[src/rtl/uart_boot_loader.sv]
// UART boot loader: parses an A5 | LEN | data | CHK frame and writes the image word-by-word into memory
// while holding the CPU in reset. Define BOOT_LOADER_ECHO_EN to echo accepted bytes on tx_data/tx_valid.
module uart_boot_loader #(
    parameter int AWIDTH         = 14,
    parameter int BASE_WORD      = 0,
    parameter int TIMEOUT_CYCLES = 5000000
) (
    input  logic              clk,
    input  logic              n_rst,
    input  logic              boot_req,
    input  logic [7:0]        rx_data,
    input  logic              rx_valid,
    output logic              mem_we,
    output logic [AWIDTH-1:0] mem_addr,
    output logic [31:0]       mem_wdata,
    output logic [3:0]        mem_be,
    output logic              cpu_n_rst,
    output logic              busy,
    output logic              done,
    output logic              err,
    output logic [7:0]        tx_data,
    output logic              tx_valid
);
    localparam int          TW        = $clog2(TIMEOUT_CYCLES + 1);
    localparam logic [32:0] MEM_WORDS = 33'd1 << AWIDTH;
    localparam logic [32:0] BASE_EXT  = 33'(BASE_WORD);
    localparam logic [7:0]  SYNC_BYTE = 8'hA5;

    typedef enum logic [2:0] {IDLE, SYNC, LEN0, LEN1, DATA, CHK, ERR} state_t;

    state_t        state, state_nx;
    logic [7:0]    len_lo;
    logic [15:0]   len, len_rx, word_idx;
    logic [1:0]    byte_cnt;
    logic [31:0]   word_buf;
    logic [7:0]    sum;
    logic [TW-1:0] timer;
    logic          in_frame, timed_out, len_bad, last_word, chk_ok;

    // The length check is done in 33 bits so BASE_WORD + LEN can never wrap before the compare.
    always_comb begin
        in_frame  = state inside {LEN0, LEN1, DATA, CHK};
        timed_out = in_frame && !rx_valid && (timer == TW'(TIMEOUT_CYCLES - 1));
        len_rx    = {rx_data, len_lo};
        len_bad   = (len_rx == 16'd0) || ((BASE_EXT + 33'(len_rx)) > MEM_WORDS);
        last_word = (word_idx == len - 16'd1);
        chk_ok    = (rx_data == sum);
    end

    always_ff @(posedge clk or negedge n_rst) begin
        if (!n_rst) state <= IDLE;
        else        state <= state_nx;
    end

    always_comb begin
        state_nx = state;
        busy     = 1'b0;
        unique case (state)
            IDLE: if (boot_req) state_nx = SYNC;
            SYNC: begin
                busy = 1'b1;
                if (rx_valid && rx_data == SYNC_BYTE) state_nx = LEN0;
            end
            LEN0: begin
                busy = 1'b1;
                if (rx_valid) state_nx = LEN1;
            end
            LEN1: begin
                busy = 1'b1;
                if (rx_valid) state_nx = len_bad ? ERR : DATA;
            end
            DATA: begin
                busy = 1'b1;
                if (rx_valid && byte_cnt == 2'd3 && last_word) state_nx = CHK;
            end
            CHK: begin
                busy = 1'b1;
                if (rx_valid) state_nx = chk_ok ? IDLE : ERR;
            end
            ERR: if (boot_req) state_nx = SYNC;
            default: state_nx = IDLE;
        endcase
        if (timed_out) state_nx = ERR;
    end

    // Frame datapath; err and cpu_n_rst follow the next state so they change on the transition edge.
    always_ff @(posedge clk or negedge n_rst) begin
        if (!n_rst) begin
            len_lo    <= 8'h00;
            len       <= 16'h0000;
            word_idx  <= 16'h0000;
            byte_cnt  <= 2'd0;
            word_buf  <= 32'h0000_0000;
            sum       <= 8'h00;
            timer     <= '0;
            mem_we    <= 1'b0;
            mem_addr  <= '0;
            cpu_n_rst <= 1'b0;
            done      <= 1'b0;
            err       <= 1'b0;
        end else begin
            mem_we    <= 1'b0;
            done      <= (state == CHK) && rx_valid && chk_ok;
            err       <= (state_nx == ERR);
            cpu_n_rst <= (state_nx == IDLE);
            timer     <= (!in_frame || rx_valid) ? '0 : timer + TW'(1);
            unique case (state)
                SYNC: begin
                    sum      <= 8'h00;
                    byte_cnt <= 2'd0;
                    word_idx <= 16'h0000;
                end
                LEN0: if (rx_valid) len_lo <= rx_data;
                LEN1: if (rx_valid) len <= len_rx;
                DATA: if (rx_valid) begin
                    word_buf[{byte_cnt, 3'b000} +: 8] <= rx_data;
                    sum      <= sum + rx_data;
                    byte_cnt <= byte_cnt + 2'd1;
                    if (byte_cnt == 2'd3) begin
                        mem_we   <= 1'b1;
                        mem_addr <= AWIDTH'(BASE_EXT + 33'(word_idx));
                        word_idx <= word_idx + 16'd1;
                    end
                end
                default: ;
            endcase
        end
    end

    assign mem_wdata = word_buf;
    assign mem_be    = {4{mem_we}};

`ifdef BOOT_LOADER_ECHO_EN
    logic echo_byte, enter_err, bang_pending;

    always_comb begin
        echo_byte = rx_valid && (state != IDLE) && (state != ERR);
        enter_err = (state_nx == ERR) && (state != ERR);
    end

    // An ERR entry caused by a received byte queues the '!' behind that byte's own echo.
    always_ff @(posedge clk or negedge n_rst) begin
        if (!n_rst) begin
            tx_data      <= 8'h00;
            tx_valid     <= 1'b0;
            bang_pending <= 1'b0;
        end else if (echo_byte) begin
            tx_data      <= rx_data;
            tx_valid     <= 1'b1;
            bang_pending <= enter_err;
        end else if (enter_err || bang_pending) begin
            tx_data      <= 8'h21;
            tx_valid     <= 1'b1;
            bang_pending <= 1'b0;
        end else begin
            tx_valid     <= 1'b0;
        end
    end
`else
    assign tx_data  = 8'h00;
    assign tx_valid = 1'b0;
`endif

endmodule

[config.mk]
export PLATFORM = sky130hd
export DESIGN_NAME = uart_boot_loader
export DESIGN_NICKNAME = d
export VERILOG_FILES = /design/src/rtl/uart_boot_loader.sv
export SDC_FILE = /design/constraint.sdc
export NUM_CORES = 1
export LEC_CHECK = 0
export BUFFER_PORTS_ARGS = -buffer_cell sky130_fd_sc_hd__buf_2
export CORE_MARGIN = 2
export CORE_UTILIZATION = 45
export CTS_BUF_LIST = sky130_fd_sc_hd__clkbuf_8
export DETAILED_ROUTE_END_ITERATION = 8
export SLEW_MARGIN = 20
export SYNTH_ARGS = -nofsm -noshare
export SYNTH_HDL_FRONTEND = slang
export SYNTH_SLANG_ARGS = --single-unit
export TNS_END_PERCENT = 30
[constraint.sdc]
create_clock -name clk -period 7.2 [get_ports clk]
set_clock_uncertainty 0.1 [all_clocks]
set_input_delay 0.72 -clock clk [delete_from_list [all_inputs] [get_ports clk]]
set_output_delay 0.72 -clock clk [all_outputs]
set_load 0.005 [all_outputs]
==> results by group, run 1 <==
Run
  – Max-cap violations: 0

Detailed routing
  – # DRC: 0
  – Routed Antenna Nets: 0
  – Per-cell routed wire length: 15.5 µm
  – First DRT Iteration DRCs: 312
  – Drt first pass iters: 5
  – DR vias/cell: 5.26
  – DR vias: 4973
  – Final wirelength: 14.6 mm

CTS
  – Clock-pin slew on the worst setup and hold paths: 0.07 ns
  – Clock Path Buffers: 2
  – Post-CTS repair timing setup buffer count: 0
  – Post-CTS resize count: 0
  – CTS tree: built
  – CTS sink cnt: 126
  – CTS Buf Count: 17
  – H-tree levels: 4
  – Post-CTS Hold Buffers: 0
  – Worst skew pair latency: 0.45 ns
  – CTS root buf: clkbuf_8

GRT
  – Initial antenna violation count: 0
  – GRT overflow: 0
  – Largest net degree at the start of global routing: 67
  – First-pass GRT wire length: 24.0 mm
  – Vias in the first global route: 4747
  – Total Routing Usage GR: 20.7%

Synth
  – Synthesized cell area: 6450 µm²
  – Post-synth top area cell: dfrtp_1
  – Post-synth top area share: 48.9%
  – Synth warn: 0
  – Sequential area share after synthesis: 48.9%
  – Post-synth EDFFs: 0
  – Post-synthesis average cell area: 9.24 µm²
  – Ys async rst share: 100%
  – Top FF cell, synth: dfrtp_1
  – Post-synth cell types: 57
  – List of most frequent post-synthesis cells: nand2_1 (185), dfrtp_1 (126), nor2_1 (49)
  – Gate Count Post-Synth: 698
  – Dominant cell by count in the synthesized netlist: nand2_1
  – Register bit total from synthesis: 126
  – Ranking of synthesized cells by area: dfrtp_1 (49%), nand2_1 (11%), xnor2_1 (4.3%), xor2_1 (4.3%), o21ai_0 (3.2%)

Worst setup path
  – Startpoint Class: register
  – WS Path Type: register to register
  – Critical Path Sink Type: register
  – Reg-to-reg startpoint: state[0]$_DFF_PN0_
  – WP data arrival: 3.28 ns
  – Crit path launch: state[0]$_DFF_PN0_
  – Worst Path Required: 7.45 ns
  – Crit Path Max Fanout: 19

STA
  – Final total negative setup slack: 0 ns
  – Final slew viol count: 0
  – Tcrit/Tclk final: 42.0%
  – Final number of hold-violating endpoints: 0
  – Maximum operating frequency: 330 MHz
  – Worst Hold Slack: 0.247 ns
  – Final Critical Period: 3.03 ns
  – Worst-margin pin slew: 0.966 ns
  – Final setup fails: 0
  – Setup ws final: 4.17 ns
  – Max_slew headroom: 35.5%
  – RSZ-0062 raised after global routing: false

Hold path
  – Hold Crit Class: input pin to async pin

Die
  – Boundary Pins: 76
  – Die Area: 15300 µm²
  – Starting Density: 46.3%
  – Row Count: 43
  – Die Y: 124 µm
  – Die width: 124 µm
  – Core Region: 13900 µm²

Cells and area
  – Share of cells above drive strength 1: 15.4%
  – Diodes inserted: 0
  – Filler instances: 1307
  – Area grow syn2layout: 13.0%
  – Nets: 781

Pwr
  – P_leak: 3.47 nW
  – Max IR drop VDD: 0.143 mV
  – Total power: 2.35 mW
  – Pwr dens: 323 nW/µm²

Placed design
  – PortBufs: 66
  – Routability cong.: 0.811
  – Final HPWL DP: 10.2 mm
  – Setup WS pre-CTS: 3.96 ns

Run status
  – Status: completed
## registers in the layout, indices dropped and copies added, names as in the netlist
name,flops
done,1
mem_addr,14
timer,23
mem_we,1
byte_cnt,2
err,1
len_lo,8
sum,8
len,16
state,3
word_idx,16
mem_wdata,32
cpu_n_rst,1
## logic make-up after synthesis
| logic type | count (synthesis) | share of synthesized area, % |
|---|---|---|
| AOI/OAI and AO/OA | 89 | 8.58 |
| xor gates and xnor gates | 64 | 8.70 |
| adders and majority gates | 17 | 3.42 |
| buffers and inverters | 51 | 3.98 |
| DFF | 126 | 48.9 |
| muxes | 10 | 1.73 |
| other | 1 | 0.0582 |
| and+or+nand+nor | 340 | 24.6 |
## worst max-delay path: stages, from the launching register on
cell      delay [ns]
dfrtp_1         0.54
and4bb_1        0.85
nand2_4         0.27
or4_1           0.58
nor4_1          0.22
nand4_1         0.15
o31ai_2         0.22
## final timing paths
path                                              to  slack, ns  depth (start not counted)
max reg2reg                       state[0]$_DFF_PN0_       4.17                          6
max in group asynchronous   mem_addr[12]$_DFFE_PN0P_       5.42                          2
max                               state[0]$_DFF_PN0_       4.17                          6
min                        mem_wdata[28]$_DFFE_PN0P_       0.25                          1
min reg2reg                mem_wdata[24]$_DFFE_PN0P_       0.38                          2
min in group clk           mem_wdata[24]$_DFFE_PN0P_       0.38                          2
## cell type report
| cell class | count | area [µm²] | share of cell area (%) |
|---|---|---|---|
| clock inverter | 8 | 126 | 1.73 |
| inverter | 10 | 37.5 | 0.515 |
| multi-input combinational | 529 | 3070 | 42.1 |
| timing repair buffer | 68 | 348 | 4.77 |
| sequential | 126 | 3150 | 43.3 |
| tap | 180 | 225 | 3.09 |
| clock buffer | 24 | 330 | 4.53 |
## report_power, final
| part | switching (mW) | internal, mW | leakage [nW] |
|---|---|---|---|
| Clock | 0.280 | 0.407 | 0.223 |
| Sequential | 0.157 | 0.829 | 1.70 |
| Combinational | 0.384 | 0.296 | 1.55 |
## layout by cell type (no fill, tap or decap), types with 8 or more instances in the layout
cell	n
a21oi_1	17
a22o_1	8
and3_1	8
buf_2	65
clkbuf_8	24
conb_1	9
dfrtp_1	126
ha_1	16
inv_1	8
mux2_2	9
nand2_1	185
nand3_1	22
nand4_1	10
nor2_1	49
nor3_1	15
nor4_1	10
o21ai_0	41
xnor2_1	32
xor2_1	32
## metal layers
metal	vias to the layer above	part of all wire (%)	global-route usage [%]
met3	14	4.6	4.49
met2	96	47	31.1
li1	2450	-	-
met5	-	0	0
met4	0	1.5	8.45
met1	2413	47	29.2
## per-stage QoR
| stage | util [%] | area (µm²) | instances |
|---|---|---|---|
| finish | 52.3 | 7290 | 945 |
| CTS | 52.3 | 7290 | 945 |
| global placement | 49.0 | 6830 | 913 |
| global route | 52.3 | 7290 | 945 |
| detailed placement | 49.0 | 6830 | 913 |
| floorplan | - | 6480 | 706 |
Note: power is estimated with default switching activity, not from simulation.
==> inputs of run 2 (changes only) <==
==> constraint.sdc (replaced) <==
create_clock -name clk -period 2.85 [get_ports clk]
set_clock_uncertainty 0.1 [all_clocks]
set_input_delay 0.285 -clock clk [delete_from_list [all_inputs] [get_ports clk]]
set_output_delay 0.285 -clock clk [all_outputs]
set_load 0.005 [all_outputs]
==> results by group, run 2 (synthesis results as in run 1) <==
Placed design
  – Routability cong.: 0.889
  – Final HPWL DP: 10.3 mm
  – Setup WS pre-CTS: 0.315 ns
  – PortBufs: 66
  – Placed Area: 6930 µm²
  – Post-placement cell count: 924

Pwr
  – Max IR drop VDD: 0.388 mV
  – Pwr dens: 791 nW/µm²
  – P_leak: 3.51 nW

Detailed routing
  – Routed Antenna Nets: 0
  – # DRC: 0
  – Drt first pass iters: 4
  – Final wirelength: 14.7 mm
  – First DRT Iteration DRCs: 321
  – DR vias: 5022
  – DR vias/cell: 5.25
  – Per-cell routed wire length: 15.4 µm

Run status
  – Status: completed

Run
  – Max-cap violations: 0

STA
  – Final slew viol count: 0
  – Setup ws final: 0.290 ns
  – Tcrit/Tclk final: 89.8%
  – Final number of hold-violating endpoints: 0
  – RSZ-0062 raised after global routing: false
  – Worst-margin pin slew: 0.687 ns
  – Final Critical Period: 2.56 ns
  – Final total negative setup slack: 0 ns
  – Final setup fails: 0
  – Maximum operating frequency: 391 MHz
  – Max_slew headroom: 53.8%

Worst setup path
  – R2R depth: 8
  – Crit Path Max Fanout: 7
  – Startpoint Class: register
  – WS Path Type: register to register
  – CP top delay family: simple AND/OR/NAND/NOR gates
  – Critical Path Sink Type: register
  – Crit-path slowest cell: nor3b_1
  – Buffers & Inverters on Critical Path: 1
  – Reg-to-reg slack, setup: 0.29 ns
  – Reg-to-reg startpoint: len[0]$_DFFE_PN0P_
  – Reg2reg end: state[0]$_DFF_PN0_
  – CP cell instances: inv_1 -> ha_1 -> nor3b_1 -> a21oi_1 -> or4_1 -> nor4_1 -> nand4_1 -> o31ai_2
  – Worst path max stage delay: 0.47 ns
  – Worst Path Required: 3.11 ns
  – WP data arrival: 2.82 ns

GRT
  – Vias in the first global route: 4895
  – Largest net degree at the start of global routing: 54
  – GRT overflow: 0
  – Initial antenna violation count: 0
  – Total Routing Usage GR: 20.9%
  – First-pass GRT wire length: 24.4 mm

Cells and area
  – Share of cells above drive strength 1: 16.3%
  – Nets: 793
  – Area grow syn2layout: 13.6%
  – Commonest non-fill, non-tap cell in the layout: nand2_1
  – Diodes inserted: 0
  – Cell Count, Final, Fillers Out: 957
  – Commonest non-fill, non-tap cells in the layout: nand2_1 (185), dfrtp_1 (126), buf_2 (65), nor2_1 (49), o21ai_0 (41)
  – Max FFs per register: 32
  – Design Area, Final: 7320 µm²

Hold path
  – Hold wc startpoint: rx_data[2]
  – Min-Delay Path Depth: 3
  – Hold Crit Class: input pin to register
  – Hold worst-path end: len[10]$_DFFE_PN0P_

CTS
  – Worst skew pair latency: 0.45 ns
  – Post-CTS repair timing setup buffer count: 0
  – Clock-pin slew on the worst setup and hold paths: 0.07 ns
  – Clock Path Buffers: 2
  – Post-CTS resize count: 0
  – CTS sink cnt: 126
  – CTS root buf: clkbuf_8
  – CTS Buf Count: 17
  – CTS tree: built
  – H-tree levels: 4

Die
  – Die width: 124 µm
  – Starting Density: 46.3%
  – Core Region: 13900 µm²
  – Die Area: 15300 µm²
  – Boundary Pins: 76
  – Row Count: 43
  – Die Y: 124 µm
run 2: metal layers:
layer | part of all wire (%) | vias to the layer above | GRT usage [%]
li1 | - | 2474 | -
met1 | 46 | 2434 | 28.5
met2 | 48 | 100 | 33.0
met3 | 5.2 | 14 | 4.40
met4 | 1.2 | 0 | 7.39
met5 | 0 | - | 0
run 2: worst reg2reg max path, delay by kind of cell, from the launching register on:
kind	cells	cell delay, ns
and+or+nand+nor	4	1.23
AOI/OAI and AO/OA	2	0.31
DFF	1	0.45
buffers and inverters	1	0.10
adders and majority gates	1	0.29
run 2: area by class of cell:
type / instances / area (µm²)
well taps: 180 / 225
clock inverters: 13 / 124
inverters: 10 / 37.5
repair buffers: 80 / 453
fillers: 1340 / 6610
flip-flops and latches: 126 / 3150
clock buffers: 19 / 262
multi-input cells: 529 / 3070
run 2: timing repair:
| action | CTS | global route |
|---|---|---|
| endpoints found under the hold margin | 50 | 0 |
| hold buffers | 1 | 0 |
| setup endpoints to repair | 0 | 0 |
run 2: worst max path at each step:
stage / startpoint / end / slack, ns / depth (start not counted)
after global placement: len[0]$_DFFE_PN0P_ / state[0]$_DFF_PN0_ / 0.45 / 8
after floorplan: len[0]$_DFFE_PN0P_ / state[0]$_DFF_PN0_ / 0.58 / 8
after global routing: len[0]$_DFFE_PN0P_ / state[0]$_DFF_PN0_ / 0.18 / 8
after detailed placement: len[0]$_DFFE_PN0P_ / state[0]$_DFF_PN0_ / 0.31 / 8
final: len[0]$_DFFE_PN0P_ / state[0]$_DFF_PN0_ / 0.29 / 8
after CTS: len[0]$_DFFE_PN0P_ / state[0]$_DFF_PN0_ / 0.31 / 8
run 2: where the power goes:
| group | internal [mW] | total [mW] | switching, mW | leakage (nW) |
|---|---|---|---|---|
| sequential | 2.09 | 2.46 | 0.371 | 1.70 |
| combinational | 0.798 | 1.79 | 0.997 | 1.61 |
| clock | 0.808 | 1.53 | 0.724 | 0.200 |
| total | 3.70 | 5.79 | 2.09 | 3.51 |
run 2: per-stage QoR:
| step | hold WS, ns | utilization [%] | power (mW) |
|---|---|---|---|
| after floorplan | -0.111 | - | 3.76 |
| after global placement | 0.264 | 49.7 | 4.23 |
| after detailed placement | 0.271 | 49.7 | 4.29 |
| after CTS | 0.0615 | 52.5 | 5.83 |
| after global routing | 0.0693 | 52.5 | 6.19 |
| final | 0.0852 | 52.5 | 5.79 |
